## src/rtl/uart_rx_fifo.sv

```systemverilog
// 8N1 serial receiver with a first-word-fall-through byte FIFO and valid/ready read side.
// Mid-bit sampling is driven by a down-counting bit timer; bytes with a bad stop bit are dropped.
//
// state | meaning
// IDLE  | line idle, waiting for a falling edge on the synchronised input
// START | timing half a bit to the middle of the start bit, glitch check
// DATA  | sampling 8 data bits LSB first at mid-bit
// STOP  | sampling the stop bit; push byte or flag a framing error
`timescale 1ns/1ps
module uart_rx_fifo #(
    parameter int CLK_FREQ   = 25_000_000,
    parameter int BAUDRATE   = 115_200,
    parameter int FIFO_DEPTH = 4
) (
    input  logic       clk_i,
    input  logic       rst_i,
    input  logic       ser_rx,
    output logic [7:0] rx_data_o,
    output logic       rx_valid_o,
    input  logic       rx_ready_i,
    output logic       frame_err_o,
    output logic       overrun_o,
    output logic       busy_o
);

    localparam int CLKS_PER_BIT = CLK_FREQ / BAUDRATE;
    localparam int CNT_W        = $clog2(CLKS_PER_BIT);
    localparam int AW           = $clog2(FIFO_DEPTH);
    localparam logic [CNT_W-1:0] HALF_LOAD = CNT_W'(CLKS_PER_BIT / 2 - 1);
    localparam logic [CNT_W-1:0] FULL_LOAD = CNT_W'(CLKS_PER_BIT - 1);

    typedef enum logic [1:0] {IDLE, START, DATA, STOP} state_t;

    state_t           state_q;
    logic             rx_meta_q, rx_s_q;
    logic [CNT_W-1:0] bit_cnt_q;
    logic [2:0]       bit_idx_q;
    logic [7:0]       shreg_q;
    logic             frame_err_q, overrun_q;

    logic [AW:0]      wr_ptr_q, rd_ptr_q;
    logic [7:0]       mem_q [FIFO_DEPTH];
    logic             sample, push_req, pop, push_ok, empty, full;

    always_ff @(posedge clk_i or posedge rst_i) begin
        if (rst_i) begin
            rx_meta_q <= 1'b1;
            rx_s_q    <= 1'b1;
        end else begin
            rx_meta_q <= ser_rx;
            rx_s_q    <= rx_meta_q;
        end
    end

    assign sample   = (bit_cnt_q == '0);
    assign push_req = (state_q == STOP) && sample && rx_s_q;

    always_ff @(posedge clk_i or posedge rst_i) begin
        if (rst_i) begin
            state_q     <= IDLE;
            bit_cnt_q   <= '0;
            bit_idx_q   <= '0;
            shreg_q     <= '0;
            frame_err_q <= 1'b0;
        end else begin
            frame_err_q <= 1'b0;
            case (state_q)
                IDLE: begin
                    if (!rx_s_q) begin
                        bit_cnt_q <= HALF_LOAD;
                        state_q   <= START;
                    end
                end
                START: begin
                    if (!sample) begin
                        bit_cnt_q <= bit_cnt_q - CNT_W'(1);
                    end else if (rx_s_q) begin
                        state_q <= IDLE;
                    end else begin
                        bit_cnt_q <= FULL_LOAD;
                        bit_idx_q <= '0;
                        state_q   <= DATA;
                    end
                end
                DATA: begin
                    if (!sample) begin
                        bit_cnt_q <= bit_cnt_q - CNT_W'(1);
                    end else begin
                        shreg_q[bit_idx_q] <= rx_s_q;
                        bit_cnt_q          <= FULL_LOAD;
                        if (bit_idx_q == 3'd7) state_q <= STOP;
                        else                   bit_idx_q <= bit_idx_q + 3'd1;
                    end
                end
                STOP: begin
                    // Return to IDLE right at mid stop bit so a back-to-back start edge is not missed.
                    if (!sample) begin
                        bit_cnt_q <= bit_cnt_q - CNT_W'(1);
                    end else begin
                        frame_err_q <= !rx_s_q;
                        state_q     <= IDLE;
                    end
                end
                default: state_q <= IDLE;
            endcase
        end
    end

    assign empty   = (wr_ptr_q == rd_ptr_q);
    assign full    = (wr_ptr_q[AW] != rd_ptr_q[AW]) && (wr_ptr_q[AW-1:0] == rd_ptr_q[AW-1:0]);
    assign pop     = rx_valid_o && rx_ready_i;
    // When full, a same-cycle pop frees the slot the write lands in.
    assign push_ok = push_req && (!full || pop);

    always_ff @(posedge clk_i or posedge rst_i) begin
        if (rst_i) begin
            wr_ptr_q  <= '0;
            rd_ptr_q  <= '0;
            overrun_q <= 1'b0;
            for (int i = 0; i < FIFO_DEPTH; i++) mem_q[i] <= '0;
        end else begin
            overrun_q <= push_req && full && !pop;
            if (push_ok) begin
                mem_q[wr_ptr_q[AW-1:0]] <= shreg_q;
                wr_ptr_q                <= wr_ptr_q + 1'b1;
            end
            if (pop) rd_ptr_q <= rd_ptr_q + 1'b1;
        end
    end

    assign rx_data_o   = mem_q[rd_ptr_q[AW-1:0]];
    assign rx_valid_o  = !empty;
    assign frame_err_o = frame_err_q;
    assign overrun_o   = overrun_q;
    assign busy_o      = (state_q != IDLE);

endmodule
```

## config.mk

```make
export PLATFORM = sky130hd
export DESIGN_NAME = uart_rx_fifo
export DESIGN_NICKNAME = d
export VERILOG_FILES = /design/src/rtl/uart_rx_fifo.sv
export SDC_FILE = /design/constraint.sdc
export NUM_CORES = 1
export LEC_CHECK = 0
export CAP_MARGIN = 25
export CORE_ASPECT_RATIO = 1.2
export CORE_UTILIZATION = 57
export CTS_CLUSTER_DIAMETER = 50
export DETAILED_ROUTE_END_ITERATION = 6
export HOLD_SLACK_MARGIN = 0.02
export PLACE_DENSITY = 0.83
export SETUP_SLACK_MARGIN = 0.4
export SYNTH_ARGS = -nofsm -noshare
export SYNTH_HDL_FRONTEND = slang
export SYNTH_SLANG_ARGS = --single-unit
```

## constraint.sdc

```tcl
create_clock -name clk_i -period 3.6 [get_ports clk_i]
set_input_delay 0.54 -clock clk_i [delete_from_list [all_inputs] [get_ports clk_i]]
set_output_delay 0.54 -clock clk_i [all_outputs]
set_load 0.02 [all_outputs]
```

# Yosys cells after proc, flatten, opt, wreduce, memory -nomap -nowiden
# Index checks and enable logic that the tools add are counted.
[word_totals]
ff_bits = 63
out_inout_bits = 12
elab_cells = 92
[classes]
add_sub_neg = 4
order_cmp = 5
n_eq_ne = 16
muxes = 29
n_bitwise = 2
n_reduce_logical = 22
[op_table]
columns = ["op", "n"]
rows = [
  ["$mux W8", 8],
  ["$bwmux W32", 1],
  ["$pmux W8 S4", 1],
  ["$bmux W8 S2", 1],
  ["$demux W8 S2", 1],
  ["$ne A2 B2 Y1 const B", 8],
  ["$mux W2", 6],
  ["$mux W3", 4],
  ["$reduce_and A5 Y1", 2],
  ["$add A3 B1 Y3 const B", 3],
  ["$logic_and A1 B1 Y1", 9],
  ["$bwmux W8", 1],
  ["$logic_not A8 Y1", 1],
  ["$pmux W2 S4", 1],
  ["$sub A8 B1 Y8 const B", 1],
  ["$ge A3 B3 Y1 const B", 2],
  ["$not A2 Y3", 2],
  ["$pmux W3 S2", 1],
  ["$eq A2 B2 Y1 const B", 2],
  ["$logic_not A1 Y1", 4],
  ["$lt A3 B4 Y1 const B", 1],
  ["$reduce_bool A2 Y1", 2],
  ["$demux W1 S3", 1],
  ["$eq A3 B3 Y1", 1],
  ["other kinds (12)", 14],
]

# Logic depth before layout (Yosys ltp)
[logic_depth]
word_depth = 6
mapped_depth = 7
ltp_nobuf = 6

# Worst setup path before layout
# Ideal clock, no wire load.
[synth_timing]
kind = "flip-flop to flip-flop"
from = "reg bit_cnt_q[0]"
to = "reg shreg_q[0]"
setup_time_ns = 0.128
arrival_ns = 2.110
setup_slack_ns = 1.362
stages_incl_launch_ff = 8
path_buffers = 1
period_less_slack_ns = 2.238
cell_sequence = "dfrtp_1 -> inv_1 -> ha_1 -> or4b_4 -> or4_4 -> buf_6 -> nor3_4 -> mux2_1"
[synth_between]
elab_chain_len = 2
[synth_rtl]
columns = ["element", "line_no", "source"]
rows = [
  ["start, declared", "36", "logic [CNT_W-1:0] bit_cnt_q;"],
  ["start signal, assigned", "76", "bit_cnt_q <= bit_cnt_q - CNT_W'(1);"],
  ["start signal, assigned", "87", "bit_cnt_q <= bit_cnt_q - CNT_W'(1);"],
  ["start signal, assigned", "98", "bit_cnt_q <= bit_cnt_q - CNT_W'(1);"],
  ["$logic_not A8 Y1", "55", "assign sample = (bit_cnt_q == '0);"],
  ["$reduce_and A2 Y1 (no line)", "-", ""],
  ["end signal, assigned by index", "89", "shreg_q[bit_idx_q] <= rx_s_q;"],
  ["end, declared", "38", "logic [7:0] shreg_q;"],
]
# Every way passes these cells.
# A chain may end at the register's enable or synchronous reset.

# Final worst setup path
[layout_timing]
from = "reg rd_ptr_q[0]"
to = "out rx_valid_o"
[layout_between]
elab_chain_len = 2
[layout_rtl]
columns = ["element", "line_no", "source"]
rows = [
  ["start, declared", "41", "logic [AW:0] wr_ptr_q, rd_ptr_q;"],
  ["start signal, assigned", "127", "if (pop) rd_ptr_q <= rd_ptr_q + 1'b1;"],
  ["$eq A3 B3 Y1", "109", "assign empty = (wr_ptr_q == rd_ptr_q);"],
  ["$logic_not A1 Y1", "132", "assign rx_valid_o = !empty;"],
  ["end, declared", "19", "output logic rx_valid_o,"],
]
# Every way passes these cells.

==> results by group <==
Timing
  • # setup viols final: 0
  • Fin worst setup slack: 648.5 ps
  • Crit path time final: 2952 ps
  • Setup repair after global routing missed its margin: no
  • Final cycle utilization of the critical path: 81.99%
  • Clk_skew: 10.54 ps
  • Hold Slack: 372.0 ps
  • Setup_tns: 0 ps
  • Max-slew violation count: 0
  • Slew @ Worst Pin: 777.4 ps
  • Endpoints failing hold: 0
  • Max Freq: 338.8 MHz
  • Slew Limit Headroom: 48.10%

Final layout
  • Ant diodes: 0
  • Area grow syn2layout: 13.28%
  • Nets: 291
  • Layout fillers: 369
  • Fin cells: 340
  • Share of cells above drive strength 1: 28.06%
  • Most common cell after layout, fill and taps aside: dfrtp_1
  • Fin area: 3715 sq um
  • Post-layout utilization of the core: 68.71%
  • Commonest non-fill, non-tap cells in the layout: 61 x dfrtp_1, 35 x mux2_2, 15 x clkdlybuf4s50_1, 14 x ha_1

Routing
  • Drt first pass iters: 4
  • Final wirelength: 6.001 mm
  • Wire per inst: 17.65 um
  • DRC viols: 0
  • Post-route ant nets: 0
  • Via density: 6.203
  • 1st-iter DRT viols: 123
  • Detailed-route via count: 2,109

Placed design
  • Placed inst area: 3493 sq um
  • Placed cell count: 324
  • Hpwl dp: 4.277 mm
  • GPL Wtd Cong: 0.9165
  • Pre-CTS setup slack: 963.5 ps
  • Port bufs: 15

Pwr
  • Leak pwr: 1.707 nW
  • Cell Pwr Density: 440.5 nW/um^2
  • Total power after layout: 1.636 mW
  • Worst vdd ir: 0.2139 mV

Synthesis
  • Async SR Flop Fraction: 100.0%
  • Post-synthesis xor/xnor area fraction: 2.137%
  • Adder-cell share of the synthesized area: 5.341%
  • Simple-gate area share of the yosys netlist: 11.52%
  • Synth Area per Inst: 12.96 sq um
  • Post-synth EDFFs: 0
  • Post-Syn Area: 3279 sq um
  • Seq/Total Area, Yosys: 48.15%
  • Cell variety after synth: 57
  • Syn nets: 271
  • Mux cell area share after synthesis: 20.11%
  • Flops & latches, synth: 63
  • Largest family of logic cells by synthesized area: multiplexers
  • Predominant post-synthesis flop cell: dfrtp_1
  • Cells after Synth: 253
  • YS warnings: 0
  • Compound-gate portion of the synthesized area: 9.996%

Die
  • Die height: 85.09 um
  • Die W: 71.24 um
  • Initial core utilization: 60.66%
  • Die ar.: 6062 sq um
  • Ports: 16
  • Core area: 5406 sq um
  • Row cnt: 29

CTS
  • CTS tree: done
  • H-tree depth: 3
  • CTS clk-pin slew, worst paths: 70 ps
  • Clock sinks: 63
  • # hold bufs at CTS: 0
  • Root buf cell: clkbuf_8
  • CTS resizes: 0
  • Worst-Skew Late Latency: 340 ps
  • Maximum root-to-sink buffer count: 2
  • Post-CTS Setup Bufs: 0
  • Total CTS buffers: 9

Critical path
  • Slowest-stage cell, CP: dfrtp_1
  • CP Capture Type: primary output
  • Worst EP required: 3060 ps
  • Worst-path fanout max: 11
  • Arrival @ worst endpoint: 2410 ps
  • Crit path largest cell delay: 750 ps
  • Setup CP Type: flop to primary output
  • Critical path, cell by cell: xor2_1 -> or3b_2 -> clkdlybuf4s50_1
  • CP Launch Type: flop

GRT
  • Tot GR Track Use: 22.94%
  • First-pass GRT wire length: 10.61 mm
  • Vias in the first global route: 2,210
  • Overflow left after global routing: 0
  • Antenna violations before repair: 0
  • Pin count of the biggest net entering global routing: 37

Flow run
  • Max Cap Viol: 0

Worst hold path
  • Hold Path Class: flop to flop

Run status
  • Status: finished clean
## final cells by class
| cell class | instances | area, sq um | share of cell area, % |
|---|---|---|---|
| clock buffer | 10 | 137.6 | 3.705 |
| clock inverter | 6 | 83.83 | 2.257 |
| inverter | 13 | 48.80 | 1.314 |
| multi-input combinational | 169 | 1610 | 43.35 |
| sequential | 63 | 1579 | 42.51 |
| tap | 62 | 77.57 | 2.088 |
| timing repair buffer | 17 | 177.7 | 4.783 |
## worst max-delay path, delay by kind of cell (launching register included)
| family | cells | cell delay, ps |
|---|---|---|
| xor gates and xnor gates | 1 | 240 |
| buffers and inverters | 1 | 560 |
| DFF | 1 | 750 |
| and+or+nand+nor | 1 | 540 |
## power breakdown
| group | switching, mW | internal (mW) | total (mW) |
|---|---|---|---|
| Clock | 0.274 | 0.406 | 0.680 |
| Combinational | 0.0724 | 0.0892 | 0.162 |
| Sequential | 0.0669 | 0.728 | 0.795 |
## cells in the mapped netlist, drive strengths merged, types with 2 or more instances
library cell  instances  area [sq um]
mux2                 39         439.2
dfstp                 2         52.55
nor2b                 2         12.51
dfrtp                61          1526
ha                   14         175.2
or3                   2         12.51
mux2i                 4         40.04
buf                   4         26.27
nor3                  5         41.29
o21a                  2         15.01
or4                   2         18.77
a211oi                3         22.52
xnor2                 5         43.79
mux4                  8         180.2
xor2                  3         26.28
inv                  13         48.80
o32a                  2         20.02
a21oi                 4         20.02
nor2                 12         45.04
a31oi                 2         12.51
and3                  2         12.51
o211ai                4         30.03
nor3b                 4         63.81
nand2                 8         30.03
clkbuf                4         15.01
o31ai                 6         45.04
nand3                 3         15.01
nand4                 2         27.53
o22a                  2         17.52
nor4                  3         33.78
o21ai                 8         40.04
## registers in the layout (all words and copies together) (netlist names), 3 cells and up, named ones only
register   flops
mem_q         32
wr_ptr_q       3
bit_cnt_q      8
rd_ptr_q       3
shreg_q        8
bit_idx_q      3
## cell families (layout without fill, tap and decap cells)
family | after synthesis | count (layout)
mux | 51 | 51
compound gates | 45 | 45
xor+xnor | 8 | 8
flops | 63 | 63
simple gates | 51 | 51
fa+ha+maj | 14 | 14
buf+inv | 21 | 46
## routing by layer
| layer | track usage, % | share of wire (%) | up-vias |
|---|---|---|---|
| met5 | 0 | 0 | - |
| met4 | 10.73 | 2.7 | 0 |
| met3 | 5.701 | 3.8 | 15 |
| met2 | 38.53 | 52 | 66 |
| met1 | 27.65 | 42 | 1035 |
| li1 | - | - | 993 |
## final timing paths
| kind | cells after the start | slack (ps) | endpoint | startpoint |
|---|---|---|---|---|
| min in group asynchronous | 2 | 660 | bit_cnt_q[2] | rst_i |
| min | 0 | 370 | rx_s_q | rx_meta_q |
| max reg2reg | 6 | 1060 | mem_q[17] | bit_cnt_q[0] |
| min reg2reg | 0 | 370 | rx_s_q | rx_meta_q |
| max in group asynchronous | 3 | 2340 | shreg_q[5] | rst_i |
| max | 3 | 650 | rx_valid_o | rd_ptr_q[0] |
Power figures use the tool's default switching activity.
